`src/rtl/mem_port_arbiter_pkg.sv`:
```
// Shared constants for the unified memory port arbiter.
// Holds length codes, FSM state encoding and requester port ids.
package mem_port_arbiter_pkg;

    localparam int unsigned LEN_L = 2;

    // Length codes: 1, 2 and 4 bytes; code 2 is reserved and flagged as illegal.
    localparam logic [LEN_L-1:0] LEN_B   = 2'd0;
    localparam logic [LEN_L-1:0] LEN_H   = 2'd1;
    localparam logic [LEN_L-1:0] LEN_ILL = 2'd2;
    localparam logic [LEN_L-1:0] LEN_W   = 2'd3;

    typedef enum logic [1:0] {
        ARB_IDLE    = 2'd0,
        ARB_BUSY_IF = 2'd1,
        ARB_BUSY_MM = 2'd2,
        ARB_DONE    = 2'd3
    } arb_state_t;

    typedef enum logic {
        PORT_IF = 1'b0,
        PORT_MM = 1'b1
    } port_t;

    function automatic logic len_illegal(input logic [LEN_L-1:0] len);
        return len == LEN_ILL;
    endfunction

endpackage

```
`src/rtl/mem_port_arbiter_pick.sv`:
```
// Combinational winner select between the IF and MEM requesters.
// Config macro ARB_RR_EN: defined -> round-robin on last granted port;
// undefined -> MEM has priority unless the starvation limit is hit.
// Ports:
//   if_re       IF request pending
//   mm_req      MEM read or write pending
//   last_port   port granted most recently (round-robin build only)
//   starve_hit  IF has waited through the MEM grant limit (fixed build only)
//   grant_c     some request is pending
//   winner_c    port to serve when grant_c is high
module mem_port_arbiter_pick
    import mem_port_arbiter_pkg::*;
(
    input  logic  if_re,
    input  logic  mm_req,
`ifdef ARB_RR_EN
    input  port_t last_port,
`else
    input  logic  starve_hit,
`endif
    output logic  grant_c,
    output port_t winner_c
);

    always_comb begin
        grant_c  = if_re | mm_req;
        winner_c = PORT_IF;
`ifdef ARB_RR_EN
        // On contention the port that did not win last time goes next.
        if (if_re && mm_req) begin
            winner_c = (last_port == PORT_IF) ? PORT_MM : PORT_IF;
        end else if (mm_req) begin
            winner_c = PORT_MM;
        end
`else
        // MEM wins unless IF is waiting and has been passed over too often.
        if (mm_req && !(if_re && starve_hit)) begin
            winner_c = PORT_MM;
        end
`endif
    end

endmodule

```
`src/rtl/mem_port_arbiter.sv`:
```
// Shares one memory port between instruction fetch (read-only) and the
// load/store stage; one outstanding transaction at a time.
// Config macro ARB_RR_EN: round-robin arbitration instead of fixed MEM
// priority with anti-starvation (starve counter compiled out).
// Ports:
//   clk, rst                  clock, async active-high reset
//   if_re/if_addr/if_rlen     IF read request (level, held until if_ack)
//   if_ack/if_rdata           IF completion pulse and returned word
//   mm_re/mm_we/mm_addr/...   MEM request (level, held until mm_ack)
//   mm_ack/mm_rdata           MEM completion pulse and load data
//   m_re/m_we/m_addr/...      registered strobe and payload to memory
//   m_rdata/m_ack             memory return data and completion pulse
//   err                       sticky: illegal length, re&we, or stray m_ack
module mem_port_arbiter
    import mem_port_arbiter_pkg::*;
#(
    parameter int unsigned ADDR_L   = 32,
    parameter int unsigned DATA_L   = 32,
    parameter int unsigned STARVE_N = 4
) (
    input  logic              clk,
    input  logic              rst,
    input  logic              if_re,
    input  logic [ADDR_L-1:0] if_addr,
    input  logic [LEN_L-1:0]  if_rlen,
    output logic              if_ack,
    output logic [DATA_L-1:0] if_rdata,
    input  logic              mm_re,
    input  logic              mm_we,
    input  logic [ADDR_L-1:0] mm_addr,
    input  logic [LEN_L-1:0]  mm_len,
    input  logic [DATA_L-1:0] mm_wdata,
    output logic              mm_ack,
    output logic [DATA_L-1:0] mm_rdata,
    output logic              m_re,
    output logic              m_we,
    output logic [ADDR_L-1:0] m_addr,
    output logic [LEN_L-1:0]  m_len,
    output logic [DATA_L-1:0] m_wdata,
    input  logic [DATA_L-1:0] m_rdata,
    input  logic              m_ack,
    output logic              err
);

    arb_state_t        state_q, state_d;
    logic              grant_c;
    port_t             winner_c;
    logic              m_re_d, m_we_d, if_ack_d, mm_ack_d, err_d;
    logic [ADDR_L-1:0] m_addr_d;
    logic [LEN_L-1:0]  m_len_d;
    logic [DATA_L-1:0] m_wdata_d, if_rdata_d, mm_rdata_d;

`ifdef ARB_RR_EN
    port_t last_q, last_d;
`else
    localparam int unsigned CNT_W = (STARVE_N < 1) ? 1 : $clog2(STARVE_N + 1);
    logic [CNT_W-1:0] starve_q, starve_d;
    logic             starve_hit_c;

    assign starve_hit_c = (starve_q >= CNT_W'(STARVE_N));
`endif

    mem_port_arbiter_pick u_pick (
        .if_re      (if_re),
        .mm_req     (mm_re | mm_we),
`ifdef ARB_RR_EN
        .last_port  (last_q),
`else
        .starve_hit (starve_hit_c),
`endif
        .grant_c    (grant_c),
        .winner_c   (winner_c)
    );

    // Next-state and next-output logic.
    always_comb begin
        state_d    = state_q;
        m_re_d     = m_re;
        m_we_d     = m_we;
        m_addr_d   = m_addr;
        m_len_d    = m_len;
        m_wdata_d  = m_wdata;
        if_ack_d   = 1'b0;
        mm_ack_d   = 1'b0;
        if_rdata_d = if_rdata;
        mm_rdata_d = mm_rdata;
        err_d      = err;
`ifdef ARB_RR_EN
        last_d     = last_q;
`else
        starve_d   = starve_q;
`endif

        case (state_q)
            ARB_IDLE: begin
                // No strobe is up yet, so any m_ack here is stray.
                if (m_ack) begin
                    err_d = 1'b1;
                end
                if (grant_c) begin
                    if (winner_c == PORT_MM) begin
                        state_d   = ARB_BUSY_MM;
                        m_we_d    = mm_we;
                        m_re_d    = ~mm_we;
                        m_addr_d  = mm_addr;
                        m_len_d   = mm_len;
                        m_wdata_d = mm_wdata;
                        if ((mm_re && mm_we) || len_illegal(mm_len)) begin
                            err_d = 1'b1;
                        end
`ifndef ARB_RR_EN
                        // Only grants that passed over a waiting IF count.
                        starve_d = if_re ? (starve_q + CNT_W'(1)) : '0;
`endif
                    end else begin
                        state_d  = ARB_BUSY_IF;
                        m_re_d   = 1'b1;
                        m_we_d   = 1'b0;
                        m_addr_d = if_addr;
                        m_len_d  = if_rlen;
                        if (len_illegal(if_rlen)) begin
                            err_d = 1'b1;
                        end
`ifndef ARB_RR_EN
                        starve_d = '0;
`endif
                    end
`ifdef ARB_RR_EN
                    last_d = winner_c;
`endif
                end
            end
            ARB_BUSY_IF: begin
                if (m_ack) begin
                    state_d    = ARB_DONE;
                    m_re_d     = 1'b0;
                    m_we_d     = 1'b0;
                    if_rdata_d = m_rdata;
                    if_ack_d   = 1'b1;
                end
            end
            ARB_BUSY_MM: begin
                if (m_ack) begin
                    state_d  = ARB_DONE;
                    m_re_d   = 1'b0;
                    m_we_d   = 1'b0;
                    mm_ack_d = 1'b1;
                    if (m_re) begin
                        mm_rdata_d = m_rdata;
                    end
                end
            end
            ARB_DONE: begin
                // Dead cycle lets the served requester drop its level.
                state_d = ARB_IDLE;
                if (m_ack) begin
                    err_d = 1'b1;
                end
            end
            default: begin
                state_d = ARB_IDLE;
            end
        endcase
    end

    // State and output registers; reset abandons any in-flight transaction.
    always_ff @(posedge clk or posedge rst) begin
        if (rst) begin
            state_q  <= ARB_IDLE;
            m_re     <= 1'b0;
            m_we     <= 1'b0;
            m_addr   <= '0;
            m_len    <= '0;
            m_wdata  <= '0;
            if_ack   <= 1'b0;
            mm_ack   <= 1'b0;
            if_rdata <= '0;
            mm_rdata <= '0;
            err      <= 1'b0;
`ifdef ARB_RR_EN
            last_q   <= PORT_IF;
`else
            starve_q <= '0;
`endif
        end else begin
            state_q  <= state_d;
            m_re     <= m_re_d;
            m_we     <= m_we_d;
            m_addr   <= m_addr_d;
            m_len    <= m_len_d;
            m_wdata  <= m_wdata_d;
            if_ack   <= if_ack_d;
            mm_ack   <= mm_ack_d;
            if_rdata <= if_rdata_d;
            mm_rdata <= mm_rdata_d;
            err      <= err_d;
`ifdef ARB_RR_EN
            last_q   <= last_d;
`else
            starve_q <= starve_d;
`endif
        end
    end

endmodule

```
`config.mk`:
```
export PLATFORM = sky130hd
export DESIGN_NAME = mem_port_arbiter
export DESIGN_NICKNAME = d
export VERILOG_FILES = /design/src/rtl/mem_port_arbiter_pkg.sv /design/src/rtl/mem_port_arbiter_pick.sv /design/src/rtl/mem_port_arbiter.sv
export SDC_FILE = /design/constraint.sdc
export NUM_CORES = 1
export LEC_CHECK = 0
export BUFFER_PORTS_ARGS = -buffer_cell sky130_fd_sc_hd__buf_4
export CAP_MARGIN = 25
export CORE_MARGIN = 2
export CORE_UTILIZATION = 40
export CTS_BUF_LIST = sky130_fd_sc_hd__clkbuf_8 sky130_fd_sc_hd__clkbuf_16
export DETAILED_ROUTE_END_ITERATION = 7
export PLACE_DENSITY_LB_ADDON = 0.2
export RECOVER_POWER = 100
export SYNTH_ARGS = -nofsm -noshare
export SYNTH_HDL_FRONTEND = slang
export SYNTH_SLANG_ARGS = --single-unit
export TNS_END_PERCENT = 50
```
`constraint.sdc`:
```
create_clock -name clk -period 5.09 [get_ports clk]
set_input_delay 0.2545 -clock clk [delete_from_list [all_inputs] [get_ports clk]]
set_output_delay 0.2545 -clock clk [all_outputs]
set_load 0.02 [all_outputs]
```
**Word-level counts from Yosys, hierarchy flattened**

Cells that the tools add are included.

- Output and inout port bits: 135
- Logic and storage cells: 64
- Flip-flop bits (word level): 140

- Bitwise gates (word level): 3
- Equality and inequality tests: 7
- $lt $le $gt $ge: 1
- Add/sub/neg operators: 1
- Reduce and logical (&&, ||, !) cells: 15
- Mux-type cells: 25

Operator list:

| kind | number |
|---|---|
| 32-bit two-way mux | 1 |
| 1-bit two-way mux | 14 |
| 3-bit AND reduction | 3 |
| 2-bit == test, second input constant | 4 |
| 2-bit two-way mux | 4 |
| 3-bit two-way mux | 2 |
| 1-bit case mux with 2 select lines | 3 |
| 2-bit case mux with 3 select lines | 1 |
| 2-bit AND reduction | 3 |
| 2-bit nonzero test | 2 |
| 3-bit by 1-bit adder with 3-bit output, second input constant | 1 |
| 3-bit >= comparator, second input constant | 1 |
| 1-bit logical AND | 3 |
| 2-bit by 1-bit == test with 1-bit output, second input constant | 1 |
| 2-bit logical NOT | 1 |
| 2-bit by 1-bit != test with 1-bit output, second input constant | 1 |
| 2-bit != test, second input constant | 1 |
| 1-bit bitwise OR | 2 |
| 2-bit OR reduction | 1 |
| 1-bit logical NOT | 1 |
| 1-bit logical OR | 1 |
| 1-bit NOT | 1 |

**Depth between registers and ports, before layout**

- Depth in word-level cells: 8
- Mapped depth: 7

**By module**

From an unflattened synthesis, not the netlist that was laid out.

- Cell total of the unflattened synthesis: 409
- Area total of the unflattened synthesis: 5,930.7 µm²

Modules (own cells, without submodules):

| module | cells each | times used | area each (µm²) | sequential area each (µm²) |
|---|---|---|---|---|
| mem_port_arbiter | 407 | 1 | 5,916.9 | 3,503.4 |
| mem_port_arbiter_pick | 2 | 1 | 13.8 | 0.0 |

**Worst setup path after synthesis**

No wires, ideal clock.

- Path kind: register to register
- Start: reg state_q[0]
- End: reg m_re
- Library setup time: 0.125 ns
- Arrival time: 1.540 ns
- Stages on the path, launching flop included: 7
- Setup slack: 3.425 ns
- Cells stage by stage: dfrtp_1 > inv_1 > ha_1 > inv_1 > a2bb2oi_2 > and2b_4 > mux2_4

- Cells in the longest elaborated chain, start to end: 4

Ends and longest elaborated chain:

| element | line | text |
|---|---|---|
| start, declared | mem_port_arbiter.sv:45 | `arb_state_t state_q, state_d;` |
| start signal, assigned | mem_port_arbiter.sv:186 | `state_q <= state_d;` |
| 2-bit == test / 2-bit by 1-bit == test with 1-bit output (equally long branches) | mem_port_arbiter.sv:94 | `case (state_q)` |
| 2-bit OR reduction (no source line) | -- |  |
| 2-bit by 1-bit != test with 1-bit output (no source line) / 2-bit nonzero test (equally long branches) | -- |  |
| 3-bit AND reduction (no source line) | -- |  |
| end signal, assigned | mem_port_arbiter.sv:187 | `m_re <= m_re_d;` |
| end, declared | mem_port_arbiter.sv:35 | `output logic m_re,` |

Parallel ways exist; a longest one is shown, timed or not.
A chain may end at the register's enable or synchronous reset.

**Worst setup path in the final report**

- Start: in mm_re
- End: reg m_addr[10]

- Cells in the longest elaborated chain, start to end: 4

Ends and longest elaborated chain:

| element | line | text |
|---|---|---|
| start, declared | mem_port_arbiter.sv:28 | `input logic mm_re,` |
| 1-bit bitwise OR * | mem_port_arbiter.sv:65 | `.mm_req (mm_re \| mm_we),` |
| 1-bit logical AND | mem_port_arbiter_pick.sv:37 | `if (mm_req && !(if_re && starve_hit)) begin` |
| 1-bit two-way mux | mem_port_arbiter_pick.sv:37 |  |
| 32-bit two-way mux | mem_port_arbiter.sv:101 | `if (winner_c == PORT_MM) begin` |
| end signal, assigned | mem_port_arbiter.sv:189 | `m_addr <= m_addr_d;` |
| end, declared | mem_port_arbiter.sv:37 | `output logic [ADDR_L-1:0] m_addr,` |

Mark *: on every way between the ends. The rest lies on a longest branch, timed or not.

==> impl_metrics.tcl <==
set metrics [dict create \
    status "complete, but fails checks" \
    violations "hold timing, capacitance limit, slew limit" \
    drc 0 \
    numPortBuffers 272 \
    postCtsSetupBuffers 0 \
    ys_types 31 \
    required_ps 5360 \
    maxCapViolCount 4 \
    arrival_ps 3390 \
    avgViaCountPerCell 4.809 \
    placement.setup.worst_slack_ps 3237 \
    grt_setup_unrepaired "no" \
    rr_startpoint "starve_q[2]$_DFFE_PP0P_" \
    endpoint_kind "flop" \
    period_share_pct 61.28 \
    ys_seq_area_share_pct 59.96 \
    grt_pass1_vias 4525 \
    place_congestion 0.7287 \
    yosys_warnings 0 \
    area_growth_syn_to_layout_pct 36.40 \
    tightest_slew_ps 1938 \
    clk_latency_ps 420 \
    dieArea_um2 15590 \
    timing.rr.end "m_addr[10]$_DFFE_PP0P_" \
    synth_fp_nets 552 \
    cts_tree "done" \
    cts-root-buf "clkbuf_16" \
    core-area_um2 14420 \
    finClkSkew_ps 6.163 \
    grt_max_degree 86 \
    ant_nets 0 \
    fin_hold_ws_ps -24.16 \
    syn_area_per_cell_um2 14.32 \
    ys_ff_latch 140 \
    layout_common_cells "dfrtp_1, clkbuf_1, buf_4" \
    htreeDepth 4 \
    cts_resized 0 \
    drtPass1Iterations 4 \
    hold_buffers 0 \
    setup_viol 0 \
    overflow 0 \
    hold_viol_final 17 \
    ff2ff_setup_slack_ps 1990 \
    crit_type "input pin to flop" \
    grt_usage_pct 19.20 \
    cts_buffer_depth 2 \
    crit_start "mm_re" \
    hold_class "input pin to asynchronous set/reset pin" \
    drt-initial-drc-count 188 \
    fp.dieH_um 124.9 \
    powerDensity_nw_per_um2 669.5 \
    final_common_cell "dfrtp_1" \
    cts.sinks 140 \
    grt_antenna_before_repair 0 \
    dp_hpwl_mm 10.58 \
    layout_setup_ws_ps 1971 \
    irDropWorstVdd_uv 296.5 \
    finalCriticalPeriod_ps 3119 \
    nets 827 \
    slew_violations 109 \
    max_clock_freq_mhz 320.6 \
    rows 44 \
    vias 4232 \
    rr_worst_depth 4 \
    pin_count 273 \
    wl_mm 14.59 \
    p_leak_nw 3.663 \
    slew_headroom_pct -29.22 \
    crit_path_start_kind "input pin" \
    wire_per_inst_um 16.58 \
    cts_buffers 17 \
    die_w_um 124.9 \
    postSynthCellCount 408 \
    cp_max_fo 25 \
    grt_pass1_wl_mm 23.63 \
    num_antenna_cells 0 \
    synth_area_um2 5843 \
    clk_pin_slew_ps 60 \
    tns_ps 0 \
    drive_gt1_share_pct 30.46 \
    initial_core_util_pct 40.51 \
]
-- power by group --
group | internal (mW) | switching, mW
Clock | 0.779 | 0.502
Sequential | 1.66 | 0.290
Combinational | 0.743 | 1.36
Total | 3.18 | 2.15
-- how the worst max path moves through the flow --
| stage | to | slack [ps] | depth (start not counted) |
|---|---|---|---|
| global placement | m_addr[20]$_DFFE_PP0P_ | 3280 | 5 |
| CTS | m_wdata[30]$_DFFE_PP0P_ | 3240 | 4 |
| global route | m_addr[31]$_DFFE_PP0P_ | 1660 | 5 |
| floorplan | err$_DFFE_PP0P_ | 1080 | 1 |
| finish | m_addr[10]$_DFFE_PP0P_ | 1970 | 5 |
| detailed placement | m_addr[20]$_DFFE_PP0P_ | 3240 | 5 |
-- final cells by class --
type,instances,area (um^2)
Sequential cell,140,3503
Tap cell,184,230.2
Multi-Input combinational cell,240,2036
Fill cell,1338,6454
Timing Repair Buffer,277,1558
Clock buffer,17,425.4
Clock inverter,15,186.4
Inverter,7,31.28
-- synth_stat cells --
master	instances	share of area [%]
nand2b_1	1	0.11
buf_6	5	0.96
a21oi_1	3	0.26
a221o_1	1	0.17
o2bb2ai_2	1	0.26
inv_1	7	0.45
nor3_1	1	0.086
o41ai_1	1	0.15
nor2_2	1	0.11
buf_4	3	0.39
nand3_1	1	0.086
buf_2	13	1.1
mux2i_1	34	5.8
and2_1	1	0.11
ha_1	6	1.3
o21ai_1	37	3.2
a2bb2oi_2	1	0.26
mux2_2	35	6.7
a22oi_1	1	0.13
and2b_4	1	0.17
nand2_1	42	2.7
mux2_1	32	6.2
a21oi_4	1	0.28
dfrtp_1	140	60
nand3b_1	1	0.13
and3_1	1	0.11
mux2_4	32	8.2
nor2_1	2	0.13
nand2_4	1	0.19
o31ai_1	1	0.13
nor3_2	1	0.17
-- critical path, cell delays in order --
cell       delay [ps]
buf_4             130
o2bb2ai_1        1200
clkbuf_1         1350
mux2i_1           320
o21ai_0           110
-- kinds of logic (layout without fill, tap and decap cells) --
group,Yosys count,count (layout),synth area share [%]
AOI/OAI and AO/OA,47,47,4.797
adders and majority gates,6,6,1.285
buffers and inverters,28,316,2.912
and+or+nand+nor,54,54,4.090
DFF,140,140,59.96
muxes,133,133,26.96
-- sequential cells by signal, summed over array words and instances (netlist names) --
signal	cells
m_addr	32
m_we	1
m_len	2
m_re	1
m_wdata	32
if_ack	1
mm_rdata	32
if_rdata	32
starve_q	3
mm_ack	1
state_q	2
err	1
-- layer usage --
| layer | up-vias | wire [um] | share of wire (%) | global-route usage, % |
|---|---|---|---|---|
| li1 | 1978 | - | - | - |
| met3 | 32 | 1283 | 8.8 | 7.345 |
| met5 | - | 0 | 0 | 0 |
| met2 | 192 | 6908 | 47 | 31.31 |
| met1 | 2030 | 6007 | 41 | 22.91 |
| met4 | 0 | 392 | 2.7 | 7.843 |
-- metrics by stage --
stage	hold slack, ps	power (mW)	util, %	cells	instance area (um^2)
2_1_floorplan	386.2	3.581	-	408	5843
4_1_cts	19.82	6.039	59.91	880	8641
3_3_place_gp	456.0	4.649	55.66	848	8029
5_1_grt	33.08	5.664	55.26	880	7970
3_5_place_dp	468.2	4.731	55.66	848	8029
6_report	-24.16	5.336	55.26	880	7970
(Power assumes the default switching activity.)
